File: src/rtl/mips_core_pkg.sv
// -----------------------------------------------------------------------------
// mips_core_pkg
// Shared definitions for the MIPS core memory path.
//   arb_state_e : arbiter FSM states (IDLE, BUSY_I, BUSY_D, DONE)
//   SEL_I/SEL_D : port-select encoding used by the winner picker
//   is_busy_st  : helper, true while a shared-memory access is in flight
// -----------------------------------------------------------------------------
package mips_core_pkg;

    typedef enum logic [1:0] {
        IDLE   = 2'd0,
        BUSY_I = 2'd1,
        BUSY_D = 2'd2,
        DONE   = 2'd3
    } arb_state_e;

    localparam logic SEL_I = 1'b0;
    localparam logic SEL_D = 1'b1;

    // True in the states that own the shared memory bus.
    function automatic logic is_busy_st(input arb_state_e st);
        return (st == BUSY_I) || (st == BUSY_D);
    endfunction

endpackage

File: src/rtl/mips_mem_arbiter_pick.sv
// -----------------------------------------------------------------------------
// mips_arb_pick
// Combinational winner selection between the fetch and data requesters.
// Data has priority; fetch wins only when both are eligible and the data
// streak has reached its limit, so fetch cannot starve.
//   fetch_elig_s : fetch port eligible
//   data_elig_s  : data port eligible
//   at_max_s     : data streak counter equals its limit
//   sel_s        : SEL_I or SEL_D (meaningful when valid_s=1)
//   valid_s      : some port is granted
// -----------------------------------------------------------------------------
module mips_arb_pick
    import mips_core_pkg::*;
(
    input  logic fetch_elig_s,
    input  logic data_elig_s,
    input  logic at_max_s,
    output logic sel_s,
    output logic valid_s
);

    // Priority decision with anti-starvation override.
    always_comb begin
        sel_s   = SEL_D;
        valid_s = 1'b0;
        if (fetch_elig_s && data_elig_s) begin
            valid_s = 1'b1;
            sel_s   = at_max_s ? SEL_I : SEL_D;
        end else if (data_elig_s) begin
            valid_s = 1'b1;
            sel_s   = SEL_D;
        end else if (fetch_elig_s) begin
            valid_s = 1'b1;
            sel_s   = SEL_I;
        end else begin
            valid_s = 1'b0;
            sel_s   = SEL_D;
        end
    end

endmodule

File: src/rtl/mips_mem_arbiter.sv
// -----------------------------------------------------------------------------
// mips_mem_arbiter
// Arbitrates one shared single-port memory between instruction fetch and the
// data stage. One transaction at a time: IDLE -> BUSY_x -> DONE -> IDLE.
//   GlobalClock, GlobalReset : clock, synchronous active-high reset
//   i_req/i_addr             : fetch request in; i_rdata/i_done out
//   d_req/d_we/d_addr/d_wdata: data request in; d_rdata/d_done out
//   m_req/m_we/m_addr/m_wdata: shared-memory request out
//   m_rdata/m_ack            : shared-memory completion in
//   busy                     : high in any state other than IDLE
// -----------------------------------------------------------------------------
module mips_mem_arbiter
    import mips_core_pkg::*;
#(
    parameter int STARVE_MAX = 4,
    parameter int AW         = 32,
    parameter int DW         = 32
) (
    input  logic          GlobalClock,
    input  logic          GlobalReset,
    input  logic          i_req,
    input  logic [AW-1:0] i_addr,
    output logic [DW-1:0] i_rdata,
    output logic          i_done,
    input  logic          d_req,
    input  logic          d_we,
    input  logic [AW-1:0] d_addr,
    input  logic [DW-1:0] d_wdata,
    output logic [DW-1:0] d_rdata,
    output logic          d_done,
    output logic          m_req,
    output logic          m_we,
    output logic [AW-1:0] m_addr,
    output logic [DW-1:0] m_wdata,
    input  logic [DW-1:0] m_rdata,
    input  logic          m_ack,
    output logic          busy
);

    localparam int SW = (STARVE_MAX < 1) ? 1 : $clog2(STARVE_MAX + 1);
    localparam logic [SW-1:0] STREAK_MAX = SW'(STARVE_MAX);

    arb_state_e    state_r, state_n;
    logic [SW-1:0] streak_r;
    logic [AW-1:0] m_addr_r;
    logic          m_we_r;
    logic [DW-1:0] m_wdata_r;
    logic [DW-1:0] i_rdata_r, d_rdata_r;
    logic          m_req_r, busy_r, i_done_r, d_done_r;
    logic          m_req_s, busy_s, i_done_s, d_done_s;
    logic          fetch_elig_s, data_elig_s, at_max_s;
    logic          pick_sel_s, pick_valid_s, grant_s;

    // A port that is pulsing done this cycle must not be regranted yet.
    assign fetch_elig_s = i_req && !i_done_r;
    assign data_elig_s  = d_req && !d_done_r;
    assign at_max_s     = (streak_r == STREAK_MAX);
    assign grant_s      = (state_r == IDLE) && pick_valid_s;

    mips_arb_pick u_pick (
        .fetch_elig_s (fetch_elig_s),
        .data_elig_s  (data_elig_s),
        .at_max_s     (at_max_s),
        .sel_s        (pick_sel_s),
        .valid_s      (pick_valid_s)
    );

    // FSM state register.
    always_ff @(posedge GlobalClock) begin
        if (GlobalReset) begin
            state_r <= IDLE;
        end else begin
            state_r <= state_n;
        end
    end

    // FSM next-state logic; grants are only decided in IDLE.
    always_comb begin
        state_n = state_r;
        case (state_r)
            IDLE: begin
                if (grant_s) begin
                    state_n = (pick_sel_s == SEL_I) ? BUSY_I : BUSY_D;
                end else begin
                    state_n = IDLE;
                end
            end
            BUSY_I, BUSY_D: begin
                if (m_ack) begin
                    state_n = DONE;
                end else begin
                    state_n = state_r;
                end
            end
            DONE:    state_n = IDLE;
            default: state_n = IDLE;
        endcase
    end

    // FSM output decode from the next state, so the flops below present
    // outputs aligned with the state register.
    always_comb begin
        m_req_s  = is_busy_st(state_n);
        busy_s   = (state_n != IDLE);
        i_done_s = 1'b0;
        d_done_s = 1'b0;
        if (state_n == DONE) begin
            i_done_s = (state_r == BUSY_I);
            d_done_s = (state_r == BUSY_D);
        end else begin
            i_done_s = 1'b0;
            d_done_s = 1'b0;
        end
    end

    // Registered control outputs; reset clears them so an abandoned
    // transaction never produces a done pulse.
    always_ff @(posedge GlobalClock) begin
        if (GlobalReset) begin
            m_req_r  <= 1'b0;
            busy_r   <= 1'b0;
            i_done_r <= 1'b0;
            d_done_r <= 1'b0;
        end else begin
            m_req_r  <= m_req_s;
            busy_r   <= busy_s;
            i_done_r <= i_done_s;
            d_done_r <= d_done_s;
        end
    end

    // Request capture at grant, streak tracking, and read-data capture.
    // m_* only load at a grant, so they stay frozen through BUSY.
    always_ff @(posedge GlobalClock) begin
        if (GlobalReset) begin
            streak_r  <= {SW{1'b0}};
            m_addr_r  <= {AW{1'b0}};
            m_we_r    <= 1'b0;
            m_wdata_r <= {DW{1'b0}};
            i_rdata_r <= {DW{1'b0}};
            d_rdata_r <= {DW{1'b0}};
        end else begin
            if (grant_s) begin
                if (pick_sel_s == SEL_I) begin
                    m_addr_r <= i_addr;
                    m_we_r   <= 1'b0;
                    streak_r <= {SW{1'b0}};
                end else begin
                    m_addr_r  <= d_addr;
                    m_we_r    <= d_we;
                    m_wdata_r <= d_wdata;
                    // Count data wins only while fetch is actually waiting.
                    if (!i_req) begin
                        streak_r <= {SW{1'b0}};
                    end else if (!at_max_s) begin
                        streak_r <= streak_r + SW'(1);
                    end
                end
            end
            if ((state_r == BUSY_I) && m_ack) begin
                i_rdata_r <= m_rdata;
            end
            if ((state_r == BUSY_D) && m_ack && !m_we_r) begin
                d_rdata_r <= m_rdata;
            end
        end
    end

    assign m_req   = m_req_r;
    assign busy    = busy_r;
    assign i_done  = i_done_r;
    assign d_done  = d_done_r;
    assign m_addr  = m_addr_r;
    assign m_we    = m_we_r;
    assign m_wdata = m_wdata_r;
    assign i_rdata = i_rdata_r;
    assign d_rdata = d_rdata_r;

endmodule

File: config.mk
export PLATFORM = sky130hd
export DESIGN_NAME = mips_mem_arbiter
export DESIGN_NICKNAME = d
export VERILOG_FILES = /design/src/rtl/mips_core_pkg.sv /design/src/rtl/mips_mem_arbiter_pick.sv /design/src/rtl/mips_mem_arbiter.sv
export SDC_FILE = /design/constraint.sdc
export NUM_CORES = 1
export LEC_CHECK = 0
export ABC_CLOCK_PERIOD_IN_PS = 5200
export BUFFER_PORTS_ARGS = -buffer_cell sky130_fd_sc_hd__clkbuf_2
export CORE_ASPECT_RATIO = 0.6
export CORE_UTILIZATION = 40
export DETAILED_ROUTE_END_ITERATION = 16
export GPL_TIMING_DRIVEN = 1
export PLACE_DENSITY = 0.71
export SETUP_SLACK_MARGIN = 0.2
export SYNTH_ARGS = -nofsm -noshare
export SYNTH_HDL_FRONTEND = slang
export SYNTH_HIERARCHICAL = 1
export SYNTH_SLANG_ARGS = --single-unit
File: constraint.sdc
create_clock -name GlobalClock -period 5.2 [get_ports GlobalClock]
set_input_delay 0.26 -clock GlobalClock [delete_from_list [all_inputs] [get_ports GlobalClock]]
set_output_delay 0.26 -clock GlobalClock [all_outputs]
set_load 0.05 [all_outputs]
==> impl_metrics.csv <==
group,metric,value,unit
grt,grt-ovfl-total,0,
grt,grt_pass1_wl,22.5,mm
synth,ys.flop_type,"dfxtp_1",
power_and_ir_drop,power_switching,1.01,mW
critical_path,cp-end-kind,"flop",
clock_network,clkLatencyLatePin,0.40,ns
critical_path,cp_max_fo,34,
grt,grt_pass1_vias,4475,
routing,wl_per_cell,13.4,microns
grt,antenna_found_initial,0,
critical_path,worstSetupStartpointType,"flop",
finish,drive_above_1_share,35.9,%
clock_network,htreeDepth,4,
routing,wl,14.1,mm
power_and_ir_drop,peakVddDrop,0.175,mV
clock_network,clock_path_buffers,2,
placed_design,portBuffers,266,
timing,hold_viol,0,
placed_design,place.gp.congestion,0.780,
synth,yosys.area.top_type,"dfxtp_1",
power_and_ir_drop,p_int,2.03,mW
timing,fmax,0.457,GHz
synth,yosys_warnings,6,
finish,diodes,0,
clock_network,root_buffer,"clkbuf_16",
floorplanning,die_w,152,microns
floorplanning,start_util,41.4,%
clock_network,hold_buffers,0,
timing,setup_tns,0,ns
synth,netlist-cell-type-count,30,
timing,fin_crit_sh,42.1,%
timing,tightest_slew,0.896,ns
synth,synth.area.top_cells,"dfxtp_1 (51%), nand2_1 (14%), a21oi_1 (9.4%), mux2i_1 (6.0%), a211oi_1 (3.2%)",
synth,ys_async_sr_fraction,0,%
synth,ys_ff_latch,138,
synth,synth_edf_count,0,
finish,nets,1012,
clock_network,cts_setup_buffers,0,
routing,vias,4994,
synth,ys_seq_area_share,51.5,%
routing,first_iter_violations,301,
finish,area_growth,35.1,%
synth,postSynthCellCount,625,
timing,rsz0062_at_grt,"false",
clock_network,ctsResizeCount,0,
floorplanning,rows,32,
placed_design,dpl.hpwl,10.2,mm
clock_network,clkTransAtPathRegs,0.06,ns
power_and_ir_drop,powerDensity,419,mW/mm^2
critical_path,critical_path_required,5.45,ns
synth,synth_top_area_share,51.5,%
power_and_ir_drop,pwr-share-comb,22.4,%
timing,fin_crit,2.19,ns
worst_hold_path,min_path_type,"in -> reg",
finish,mostFrequentLayoutCell,"clkbuf_2",
synth,synth_fp_nets,766,
floorplanning,ioPinCount,267,
timing,final-setup-viol-count,0,
grt,grt_util_all_layers,20.4,%
job,maxCapViolations,0,
routing,drtPass1Iterations,4,
power_and_ir_drop,p_clk_share,38.6,%
finish,post-route-util,55.9,%
finish,layout_common_cells,"clkbuf_2 (265), nand2_1 (199), dfxtp_1 (138)",
timing,skew,0.00789,ns
clock_network,numCtsBuffers,17,
timing,relSlewSlack,40.2,%
power_and_ir_drop,power.share.switching,33.2,%
synth,avgSynthCellArea,8.59,sq um
timing,hold_ws,0.0768,ns
power_and_ir_drop,pwr-share-seq,39.0,%
routing,drc,0,
floorplanning,die-area,0.0139,sq mm
synth,synth_area,0.00537,sq mm
run_status,status,"completed",
clock_network,cts_tree,"built",
finish,design_area,0.00725,sq mm
floorplanning,core_area,0.0130,sq mm
timing,slew_violations,0,
placed_design,dpl_cell_area,0.00668,sq mm
routing,ant_nets,0,
critical_path,worstPathArrival,2.44,ns
routing,via_per_inst,4.74,
power_and_ir_drop,leakagePower,3.44,nW
grt,grt_max_degree,85,
floorplanning,dieHeight,91.7,microns
clock_network,cts_sinks,138,
critical_path,crit_type,"reg -> reg",
## metal layers
| metal | wire length (microns) | share of wire [%] | track usage (%) | vias to the layer above |
|---|---|---|---|---|
| li1 | - | - | - | 2582 |
| met1 | 6810 | 48 | 28.8 | 2252 |
| met2 | 6310 | 45 | 30.8 | 147 |
| met3 | 874 | 6.2 | 4.83 | 13 |
| met4 | 142 | 1.0 | 5.78 | 0 |
| met5 | 0 | 0 | 0 | - |
## path summary, 6_finish.rpt
path | endpoint | cells past startpoint | from | slack [ns]
min reg2reg | d_rdata[24] | 2 | d_rdata[24] | 0.45
max | m_req | 11 | streak_r[0] | 3.01
min | m_wdata[18] | 3 | d_wdata[18] | 0.08
max reg2reg | m_req | 11 | streak_r[0] | 3.01
## stage by stage
step | setup WS (ns) | cells | total power [mW]
6_report | 3.01 | 1054 | 3.04
5_1_grt | 2.84 | 1054 | 3.18
3_5_place_dp | 3.00 | 1022 | 1.89
4_1_cts | 3.01 | 1054 | 3.07
3_3_place_gp | 3.10 | 1022 | 1.88
2_1_floorplan | 3.31 | 625 | 1.73
## cell type report
class / count / area [sq um]
inverters: 7 / 26.3
flip-flops and latches: 138 / 2760
clock buffers: 19 / 433
fillers: 1229 / 5720
multi-input cells: 432 / 2270
repair buffers: 275 / 1400
clock inverters: 13 / 145
well taps: 170 / 213
## power groups by stage
stage	clock [mW]	combinational (mW)	sequential, mW
global route	1.25	0.730	1.19
CTS	1.20	0.684	1.18
finish	1.17	0.679	1.18
floorplan	0	0.247	1.48
detailed placement	0	0.683	1.21
global placement	0	0.676	1.21
## cell families after synthesis
| logic type | share of synthesized area [%] |
|---|---|
| AO/OA/AOI/OAI | 16.0 |
| adder cells (fa/ha/maj) | 1.63 |
| buffers and inverters | 6.43 |
| flip-flops | 51.5 |
| multiplexers | 5.97 |
| AND/OR/NAND/NOR | 18.5 |
## registers in the layout, indices dropped and copies added (netlist names)
signal and flops:
d_rdata 32, i_rdata 32, m_addr 32, m_wdata 32
streak_r 3, state_r 2, busy 1, d_done 1
i_done 1, m_req 1, m_we 1
## Yosys cell counts, drive strengths merged, types with 2 or more instances
cell type	number
a211oi	33
a21oi	101
and2	3
and3b	3
buf	35
clkbuf	13
dfxtp	138
ha	7
inv	7
mux2i	32
nand2	199
nand4	2
nor2	33
nor2b	4
o21ai	5
## critical path, stage by stage, from the launching register on
cell     delay, ns
dfxtp_1       0.34
inv_1         0.06
ha_1          0.22
nand2_1       0.11
inv_1         0.08
o21ai_4       0.15
and3_1        0.16
buf_4         0.34
nand2_1       0.14
nand2_1       0.08
ha_1          0.22
nor2b_1       0.13
Note: power is estimated with default switching activity, not from simulation.
